$ cat src/rtl/alm_pkg.sv
// alm_pkg: shared definitions for the approximate logarithmic multiplier.
// Contents:
//   - ALM_MAXW / ALM_KW_MAX : largest supported operand width and its index width
//   - alm_kw()     : leading-one index width for a given operand width
//   - alm_frac_w() : fractional mantissa width (bits below the leading one)
//   - alm_lead_one(): index of the most significant set bit
//   - stage1_t / stage2_t : pipeline stage registers, sized for the widest
//     build; narrower builds zero-fill and ignore the upper bits.
package alm_pkg;

  localparam int ALM_MAXW   = 16;
  localparam int ALM_KW_MAX = 4;

  function automatic int alm_kw(input int width);
    return $clog2(width);
  endfunction

  function automatic int alm_frac_w(input int width);
    return width - 1;
  endfunction

  // Highest set bit wins because the loop runs upward; a zero input yields 0.
  function automatic logic [ALM_KW_MAX-1:0] alm_lead_one(input logic [ALM_MAXW-1:0] v);
    logic [ALM_KW_MAX-1:0] idx;
    idx = {ALM_KW_MAX{1'b0}};
    for (int i = 0; i < ALM_MAXW; i++) begin
      if (v[i]) begin
        idx = ALM_KW_MAX'(i);
      end
    end
    return idx;
  endfunction

  typedef struct packed {
    logic                valid;
    logic                sign;
    logic                zero;
    logic [ALM_MAXW-1:0] abs_a;
    logic [ALM_MAXW-1:0] abs_b;
  } stage1_t;

  typedef struct packed {
    logic                  valid;
    logic                  sign;
    logic                  zero;
    logic [ALM_KW_MAX-1:0] k1;
    logic [ALM_KW_MAX-1:0] k2;
    logic [ALM_MAXW-2:0]   x1_t;
    logic [ALM_MAXW-2:0]   x2_t;
  } stage2_t;

endpackage

$ cat src/rtl/alm_lod.sv
// alm_lod: leading-one detector, left-aligner and mantissa truncator for one
// unsigned operand magnitude.
// Parameters: WIDTH (operand width), TRUNC (fraction bits kept).
// Ports:
//   i_val  in  WIDTH        unsigned magnitude
//   o_k    out clog2(WIDTH) index of the leading one (0 for a zero input)
//   o_x_t  out TRUNC        top TRUNC bits of the fraction below the leading one
// Build option ALM_TRUNC_BIAS_EN: when defined, the LSB of o_x_t is forced to 1
// if any discarded fraction bit is set (sticky bias toward the true mean).
module alm_lod
  import alm_pkg::*;
#(
  parameter int WIDTH = 8,
  parameter int TRUNC = 4
) (
  input  logic [WIDTH-1:0]            i_val,
  output logic [alm_kw(WIDTH)-1:0]    o_k,
  output logic [TRUNC-1:0]            o_x_t
);

  localparam int KW   = alm_kw(WIDTH);
  localparam int FW   = alm_frac_w(WIDTH);
  localparam int DROP = FW - TRUNC;

  logic [ALM_KW_MAX-1:0] w_idx;
  logic [WIDTH-1:0]      w_aligned;
  logic [FW-1:0]         w_x;
  logic [TRUNC-1:0]      w_x_floor;
  logic                  w_unused;

  // Find the leading one and shift it up to the MSB so the fraction is left-aligned.
  always_comb begin
    w_idx     = alm_lead_one(ALM_MAXW'(i_val));
    w_aligned = i_val << (ALM_KW_MAX'(WIDTH - 1) - w_idx);
    w_x       = w_aligned[FW-1:0];
    w_x_floor = w_x[FW-1 -: TRUNC];
  end

  assign o_k = w_idx[KW-1:0];

  generate
    if (DROP > 0) begin : g_drop
`ifdef ALM_TRUNC_BIAS_EN
      logic w_sticky;
      assign w_sticky = |w_x[DROP-1:0];
      assign o_x_t    = w_x_floor | TRUNC'(w_sticky);
`else
      assign o_x_t = w_x_floor;
`endif
    end else begin : g_nodrop
      // Every fraction bit is kept, so there is nothing to bias.
      assign o_x_t = w_x_floor;
    end
  endgenerate

  // The implicit leading one and the dropped bits are intentionally not needed.
  assign w_unused = ^{w_aligned[WIDTH-1], w_idx, w_x};

endmodule

$ cat src/rtl/approx_log_mult_pipe.sv
// approx_log_mult_pipe: three-stage pipelined signed Mitchell approximate
// multiplier with truncated mantissas and valid/ready flow control.
// Parameters: WIDTH (4..16), TRUNC (1..WIDTH-1).
// Ports:
//   clk        in   rising-edge clock
//   rst_n      in   asynchronous active-low reset
//   in_valid   in   operand pair valid
//   in_ready   out  pair is accepted this cycle (combinational from out_valid/out_ready)
//   a, b       in   WIDTH-bit signed operands
//   out_valid  out  result valid (registered)
//   out_ready  in   downstream accepts result
//   result     out  2*WIDTH-bit signed approximate product (registered)
// Build option ALM_TRUNC_BIAS_EN: enables sticky truncation bias in alm_lod.
// Pipeline: stage 1 sign/abs/zero, stage 2 leading-one + truncation,
// stage 3 mantissa add, antilog shift, sign restore into the output register.
// A single advance signal moves every stage together; bubbles are kept.
module approx_log_mult_pipe
  import alm_pkg::*;
#(
  parameter int WIDTH = 8,
  parameter int TRUNC = 4
) (
  input  logic                 clk,
  input  logic                 rst_n,
  input  logic                 in_valid,
  output logic                 in_ready,
  input  logic [WIDTH-1:0]     a,
  input  logic [WIDTH-1:0]     b,
  output logic                 out_valid,
  input  logic                 out_ready,
  output logic [2*WIDTH-1:0]   result
);

  localparam int KW = alm_kw(WIDTH);
  localparam int PW = TRUNC + 2 * WIDTH + 1;

  localparam logic [WIDTH-1:0]   ONE_W  = {{(WIDTH-1){1'b0}}, 1'b1};
  localparam logic [KW:0]        ONE_K  = {{KW{1'b0}}, 1'b1};
  localparam logic [2*WIDTH-1:0] ONE_2W = {{(2*WIDTH-1){1'b0}}, 1'b1};

  stage1_t r_s1;
  stage2_t r_s2;
  logic    r_out_valid;
  logic [2*WIDTH-1:0] r_result;

  logic w_adv;
  logic [WIDTH-1:0]   w_abs_a;
  logic [WIDTH-1:0]   w_abs_b;
  logic [KW-1:0]      w_k1;
  logic [KW-1:0]      w_k2;
  logic [TRUNC-1:0]   w_x1_t;
  logic [TRUNC-1:0]   w_x2_t;
  logic [TRUNC:0]     w_f;
  logic [KW:0]        w_ks;
  logic [TRUNC:0]     w_mant;
  logic [KW:0]        w_sh;
  logic [PW-1:0]      w_prod;
  logic [2*WIDTH-1:0] w_mag;
  logic [2*WIDTH-1:0] w_res;
  logic               w_unused;

  assign w_adv     = !r_out_valid | out_ready;
  assign in_ready  = w_adv;
  assign out_valid = r_out_valid;
  assign result    = r_result;

  // Stage 1 combinational: magnitudes; the most negative value maps to 2^(WIDTH-1).
  always_comb begin
    w_abs_a = a[WIDTH-1] ? (~a + ONE_W) : a;
    w_abs_b = b[WIDTH-1] ? (~b + ONE_W) : b;
  end

  alm_lod #(.WIDTH(WIDTH), .TRUNC(TRUNC)) u_lod_a (
    .i_val (r_s1.abs_a[WIDTH-1:0]),
    .o_k   (w_k1),
    .o_x_t (w_x1_t)
  );

  alm_lod #(.WIDTH(WIDTH), .TRUNC(TRUNC)) u_lod_b (
    .i_val (r_s1.abs_b[WIDTH-1:0]),
    .o_k   (w_k2),
    .o_x_t (w_x2_t)
  );

  // Stage 3 combinational: add log mantissas, then antilog by shifting 1.f.
  always_comb begin
    w_f  = {1'b0, r_s2.x1_t[TRUNC-1:0]} + {1'b0, r_s2.x2_t[TRUNC-1:0]};
    w_ks = {1'b0, r_s2.k1[KW-1:0]} + {1'b0, r_s2.k2[KW-1:0]};
    if (w_f[TRUNC]) begin
      // Mantissa sum crossed 1.0: f already carries the implicit one, exponent +1.
      w_mant = w_f;
      w_sh   = w_ks + ONE_K;
    end else begin
      w_mant = {1'b1, w_f[TRUNC-1:0]};
      w_sh   = w_ks;
    end
    w_prod = PW'(w_mant) << w_sh;
    w_mag  = w_prod[TRUNC +: 2*WIDTH];
    if (r_s2.zero) begin
      w_res = {(2*WIDTH){1'b0}};
    end else if (r_s2.sign) begin
      w_res = ~w_mag + ONE_2W;
    end else begin
      w_res = w_mag;
    end
  end

  // Pipeline registers: every stage moves only on the shared advance signal.
  always_ff @(posedge clk or negedge rst_n) begin
    if (!rst_n) begin
      r_s1        <= '0;
      r_s2        <= '0;
      r_out_valid <= 1'b0;
      r_result    <= {(2*WIDTH){1'b0}};
    end else if (w_adv) begin
      r_s1.valid  <= in_valid;
      r_s1.sign   <= a[WIDTH-1] ^ b[WIDTH-1];
      r_s1.zero   <= (a == {WIDTH{1'b0}}) | (b == {WIDTH{1'b0}});
      r_s1.abs_a  <= ALM_MAXW'(w_abs_a);
      r_s1.abs_b  <= ALM_MAXW'(w_abs_b);

      r_s2.valid  <= r_s1.valid;
      r_s2.sign   <= r_s1.sign;
      r_s2.zero   <= r_s1.zero;
      r_s2.k1     <= ALM_KW_MAX'(w_k1);
      r_s2.k2     <= ALM_KW_MAX'(w_k2);
      r_s2.x1_t   <= (ALM_MAXW-1)'(w_x1_t);
      r_s2.x2_t   <= (ALM_MAXW-1)'(w_x2_t);

      r_out_valid <= r_s2.valid;
      r_result    <= r_s2.valid ? w_res : {(2*WIDTH){1'b0}};
    end else begin
      r_out_valid <= r_out_valid;
      r_result    <= r_result;
    end
  end

  // Upper struct bits (unused below 16-bit builds) and the shifted-out product bits.
  assign w_unused = ^{r_s1.abs_a, r_s1.abs_b, r_s2.k1, r_s2.k2, r_s2.x1_t, r_s2.x2_t, w_prod};

endmodule

$ cat config.mk
export PLATFORM = sky130hd
export DESIGN_NAME = approx_log_mult_pipe
export DESIGN_NICKNAME = d
export VERILOG_FILES = /design/src/rtl/alm_pkg.sv /design/src/rtl/alm_lod.sv /design/src/rtl/approx_log_mult_pipe.sv
export SDC_FILE = /design/constraint.sdc
export NUM_CORES = 1
export LEC_CHECK = 0
export CAP_MARGIN = 40
export CORE_AREA = 2 2 97 99
export DETAILED_ROUTE_END_ITERATION = 8
export DIE_AREA = 0 0 99 101
export PLACE_DENSITY = 0.67
export SLEW_MARGIN = 20
export SYNTH_ARGS = -nofsm -noshare
export SYNTH_HDL_FRONTEND = slang
export SYNTH_SLANG_ARGS = --single-unit
$ cat constraint.sdc
create_clock -name clk -period 9.2 [get_ports clk]
set_input_delay 1.38 -clock clk [delete_from_list [all_inputs] [get_ports clk]]
set_output_delay 1.38 -clock clk [all_outputs]
set_load 0.01 [all_outputs]
==> flow_summary.ini, run 1 <==
[outcome]
status = finished, final reports clean

[placement]
portBuffers = 37
place_hpwl_um = 6240
gp_congestion = 0.905

[global_route]
grt_use_met1_pct = 22.0
antenna_found_initial = 0
grt_pass1_vias = 3105
grt_max_degree = 63
grt_use_met3_pct = 2.64
grt_overflow = 0
grt_pass1_wl_um = 14300
grt_busiest_layer = met2
use_met2_pct = 30.9
track_usage_pct = 17.4

[floorplan]
dieArea_um2 = 10000
io_pins = 38
core-area_um2 = 8980
die_w_um = 99
row_count = 35
start_util_pct = 42.4
die_y_um = 101

[logic_synthesis]
synthesis.nets = 489
synth_seq_area_share_pct = 34.8
ys.flop_type = dfrtp_1
yosysWarnings = 0
synthArstFlopShare_pct = 100
syn-cell-area_um2 = 3810
synth_edf_count = 0
synth-seq-cells = 53
post-synth-top-area-cell = dfrtp_1
synthCells = 456
yosys-top-cells-area = dfrtp_1, nand2_1, o21ai_0
yosys.cell_types.count = 66
synth.avg_cell_area_um2 = 8.36
synth_top_area_share_pct = 34.8

[sta]
rsz0062_at_grt = no
setup_viol = 0
final.setup.tns_ps = 0
relSlewSlack_pct = 50.6
min_period_ps = 4410
hold_viol = 0
timing.final.crit_share_pct = 48.0
fin_worst_skew_ps = 16.6
slew_violations = 0
fmax_mhz = 227
tightest_slew_ps = 736

[cts]
htreeDepth = 2
cts_resized = 0
cts_setup_buffers = 0
numCtsBuffers = 5
clk_pin_slew_ps = 100
cts_sinks = 53
ctsHoldBuffers = 0
ctsRootBufferMaster = clkbuf_8
cts_tree = done
clkLatencyLatePin_ps = 320
clk_path_buf_depth = 2

[finish]
antenna_cells = 0
final_layout_size_suffix_gt1_share_pct = 6.61
syn2layout_area_growth_pct = 14.2
multi_input_area_um2 = 2340
fillers = 895
num-nets-final = 517
seq_area_um2 = 1330

[setup_path]
worstSetupStartpointType = primary input
required_ps = 7820
crit_path_end_kind = primary output
reg2reg_slack_ps = 5080
worstSetupPathType = primary input to primary output
slowest_stage = clkdlybuf4s50_1
crit_chain = clkdlybuf4s50_1, nor2b_4, buf_4, inv_1, clkdlybuf4s50_1
cpMostUsedCell = clkdlybuf4s50_1
arrival_ps = 3030
critPathBufInv = 4
cp_slowest_stage_delay_ps = 500
path_delay_family = buffers and inverters
crit_path_max_fanout = 62

[route]
drc = 0
drt-total-wl_um = 8430
via_count = 3289
vias_per_cell = 5.53
drtIter0Drc = 112
dr.pass1.iters = 4
final_antenna_net_count = 0
wl_per_cell_um = 14.2

[worst_hold_path]
hp-class = flop to flop

[flow_run]
cap_violations = 0
[registers in the layout, summed over array words and instances, names as in the netlist]
register and flops:
result 16, r_s2 17, out_valid 1, r_s1 19
[cell usage after synthesis, drive strengths merged (3+ instances only)]
library cell  instances
a211oi                7
inv                  16
nand2b                3
a21oi                21
o22ai                 4
o211ai                3
o22a                  5
a211o                 5
ha                   11
nor2b                 4
nand3                 9
o31ai                 7
clkbuf               17
nand2                74
xnor2                15
o21ai                53
dfrtp                53
a31oi                 6
nand4                 3
nor4                  4
o41ai                 4
or2                   4
or3                   6
o221ai                3
a21o                  4
nor3                 11
xor2                 16
and2                  3
a22o                  4
mux2i                11
nor2                 42
buf                   3
[cells in the final DEF, fill, tap and decap left out, drive strengths merged, types with 3 or more instances in the layout]
cell and n:
nand2 74, dfrtp 53, o21ai 53, nor2 42, clkdlybuf4s50 36, a21oi 21, inv 16, xor2 16
xnor2 15, mux2i 11, nor3 11, ha 11, nand3 9, o31ai 7, a211oi 7, a31oi 6
or3 6, clkbuf 6, a211o 5, o22a 5, buf 5, a21o 4, a22o 4, o22ai 4
or2 4, nor4 4, o41ai 4, nor2b 4, and2 3, o221ai 3, nand2b 3, o211ai 3
nand4 3
[tightest hold or removal path, delay by kind of cell, from the launching register on]
kind             cells  cell delay (ps)
AO/OA/AOI/OAI        1               60
AND/OR/NAND/NOR      1               40
flip-flops           1              360
[final cells by class]
class                           count  share of cell area, %
Clock inverter                      1                  0.173
Multi-Input combinational cell    367                   53.9
Clock buffer                        6                   1.90
Timing Repair Buffer               41                   9.03
Sequential cell                    53                   30.5
Tap cell                          111                   3.19
Inverter                           16                   1.38
[final timing paths]
| check | endpoint | startpoint | depth (start not counted) |
|---|---|---|---|
| worst max-delay path | in_ready | out_ready | 5 |
| worst min-delay path | result[8] | result[8] | 2 |
| worst max register to register | result[12] | r_s2[34] | 12 |
| worst min register to register | result[8] | result[8] | 2 |
| max in group asynchronous | r_s2[36] | rst_n | 2 |
| min in group asynchronous | result[7] | rst_n | 2 |
[metal layers]
layer  part of all wire, %  vias to the layer above
li1                      -                     1697
met1                    46                     1519
met2                    50                       59
met3                   2.6                       14
met4                   1.6                        0
met5                     0                        -
[cells by family after synthesis]
family	synth area share, %
mux	3.19
flops	34.8
fa+ha+maj	4.66
simple gates	20.0
buf+inv	3.88
compound gates	26.1
xor+xnor	7.32
[stage by stage]
| step | hold slack (ps) | util [%] | cell area (um^2) | setup WS, ps | instances |
|---|---|---|---|---|---|
| final | 486 | 48.5 | 4350 | 4790 | 595 |
| after global routing | 509 | 48.5 | 4350 | 4680 | 595 |
| after CTS | 491 | 48.4 | 4350 | 4770 | 594 |
| after detailed placement | 467 | 47.4 | 4260 | 4780 | 587 |
| after global placement | 454 | 47.4 | 4260 | 4790 | 587 |
| after floorplan | 439 | - | 3810 | 5810 | 456 |
Power of run 1 is left out: the tool's default activity adds up to more than one toggle a clock period on the data nets, which glitch-free logic cannot reach.
==> inputs of run 2 (changes only) <==
==> constraint.sdc (replaced) <==
create_clock -name clk -period 4.35 [get_ports clk]
set_input_delay 0.6525 -clock clk [delete_from_list [all_inputs] [get_ports clk]]
set_output_delay 0.6525 -clock clk [all_outputs]
set_load 0.01 [all_outputs]
==> run 2 against run 1 <==
Compared with the run above:
- final cell count rose by 0.67%
- routed wire length fell by 0.63%
- global-route usage rose by 0.30 points
- design area rose by 1.0%
- register-to-register slack got worse by 4900 ps
- non-clock buffer count rose by 3
- highest routed layer unchanged
==> flow_summary.ini, run 2 (same netlist as run 1, synthesis figures left out) <==
[outcome]
status = finished, final reports clean

[placement]
place_hpwl_um = 6270
portBuffers = 37
gp_congestion = 0.912

[route]
highest_layer = met4
wl_met2_um = 4230
wl_per_cell_um = 14.0
drt-total-wl_um = 8380
vias_per_cell = 5.61
final_antenna_net_count = 0
dr.pass1.iters = 4
via_count = 3359
drtIter0Drc = 110
dr_wl_met3_um = 263
wl_met1_um = 3790
drc = 0

[setup_path]
required_ps = 4540
crit_path_max_fanout = 11
worstSetupStartpointType = flop
worstSetupPathType = flop to flop
arrival_ps = 4310
crit_path_end_kind = flop

[finish]
largest_reg_flops = 19
fin_util_pct = 49.0
num-nets-final = 520
most-common-layout-cells = nand2_1, dfrtp_1, o21ai_0
largest_register = r_s1
layout_commonest_cell = nand2_1
antenna_cells = 0
syn2layout_area_growth_pct = 15.4
final_layout_size_suffix_gt1_share_pct = 7.38

[flow_run]
cap_violations = 0

[floorplan]
die_y_um = 101
dieArea_um2 = 10000
die_w_um = 99
io_pins = 38
start_util_pct = 42.4
core-area_um2 = 8980
row_count = 35

[sta]
fmax_mhz = 242
min_period_ps = 4130
rsz0062_at_grt = no
final.setup.tns_ps = 0
slew_violations = 0
fin_worst_skew_ps = 8.99
setup_viol = 0
relSlewSlack_pct = 47.9
tightest_slew_ps = 776
timing.final.crit_share_pct = 94.9
hold_viol = 0

[cts]
clk_path_buf_depth = 2
clkLatencyLatePin_ps = 310
cts_sinks = 53
cts_tree = done
cts_resized = 0
clk_pin_slew_ps = 100
htreeDepth = 2
numCtsBuffers = 5
ctsHoldBuffers = 0
cts_setup_buffers = 0
ctsRootBufferMaster = clkbuf_8

[global_route]
grt_pass1_wl_um = 14800
grt_pass1_vias = 3240
antenna_found_initial = 0
track_usage_pct = 17.7
grt_max_degree = 62
grt_overflow = 0

[worst_hold_path]
hp-class = primary input to asynchronous set/reset pin
==> run 2: cell types whose count changed in the layout (fill, tap and decap cells not counted), sizes merged <==
cell | previous run | this run
buf | 5 | 8
bufinv | 0 | 1
clkbuf | 6 | 5
clkinv | 0 | 1
clkinvlp | 1 | 0
inv | 16 | 17
==> run 2: cell type report <==
type | count | area [um^2]
Sequential cell | 53 | 1330
Inverter | 16 | 60.1
Clock inverter | 3 | 43.8
Tap cell | 111 | 139
Timing Repair Buffer | 44 | 415
Fill cell | 862 | 4580
Multi-Input combinational cell | 367 | 2340
Clock buffer | 5 | 68.8
==> run 2: routing by layer <==
metal  up-vias  global-route usage, %
met5         -                      0
met4         0                   4.64
met3        11                   2.64
met2        71                   31.9
met1      1576                   22.2
li1       1701                      -
==> run 2: final timing paths <==
check,from,to,slack (ps),cells past startpoint
max,r_s2[0],result[13],220,11
min in group clk,r_s1[34],r_s1[34],480,2
min,rst_n,result[6],220,1
max reg2reg,r_s2[0],result[13],220,11
min reg2reg,r_s1[34],r_s1[34],480,2
max in group asynchronous,rst_n,r_s2[36],3310,2
==> run 2: critical path, cell delays in order (launching register included) <==
cell,delay [ps]
dfrtp_1,400
ha_1,240
fa_1,490
a211o_1,380
and3_4,210
xnor2_1,620
nand3_1,270
o221ai_1,450
nand4_2,280
o41ai_1,400
xor2_1,180
o21ai_1,70
==> run 2: stage by stage <==
stage / hold WS, ps / worst slack, ps / cells / area (um^2)
floorplan: 357 / 964 / 456 / 3810
CTS: 228 / 290 / 599 / 4400
finish: 219 / 221 / 599 / 4400
global route: 235 / 0.208 / 599 / 4400
global placement: 450 / 480 / 590 / 4280
detailed placement: 455 / 302 / 591 / 4280
Power of run 2 is left out for the same reason.
==> inputs of run 3 (changes only) <==
--- a/config.mk
+++ b/config.mk
@@ -7,6 +7,7 @@
 export LEC_CHECK = 0
 export CAP_MARGIN = 40
 export CORE_AREA = 2 2 97 99
+export CTS_CLUSTER_SIZE = 40
 export DETAILED_ROUTE_END_ITERATION = 8
 export DIE_AREA = 0 0 99 101
 export PLACE_DENSITY = 0.67
==> results of run 3 <==
The final DEF is identical to that of run 2; final timing and power are the same.
Power of run 3 is left out for the same reason.
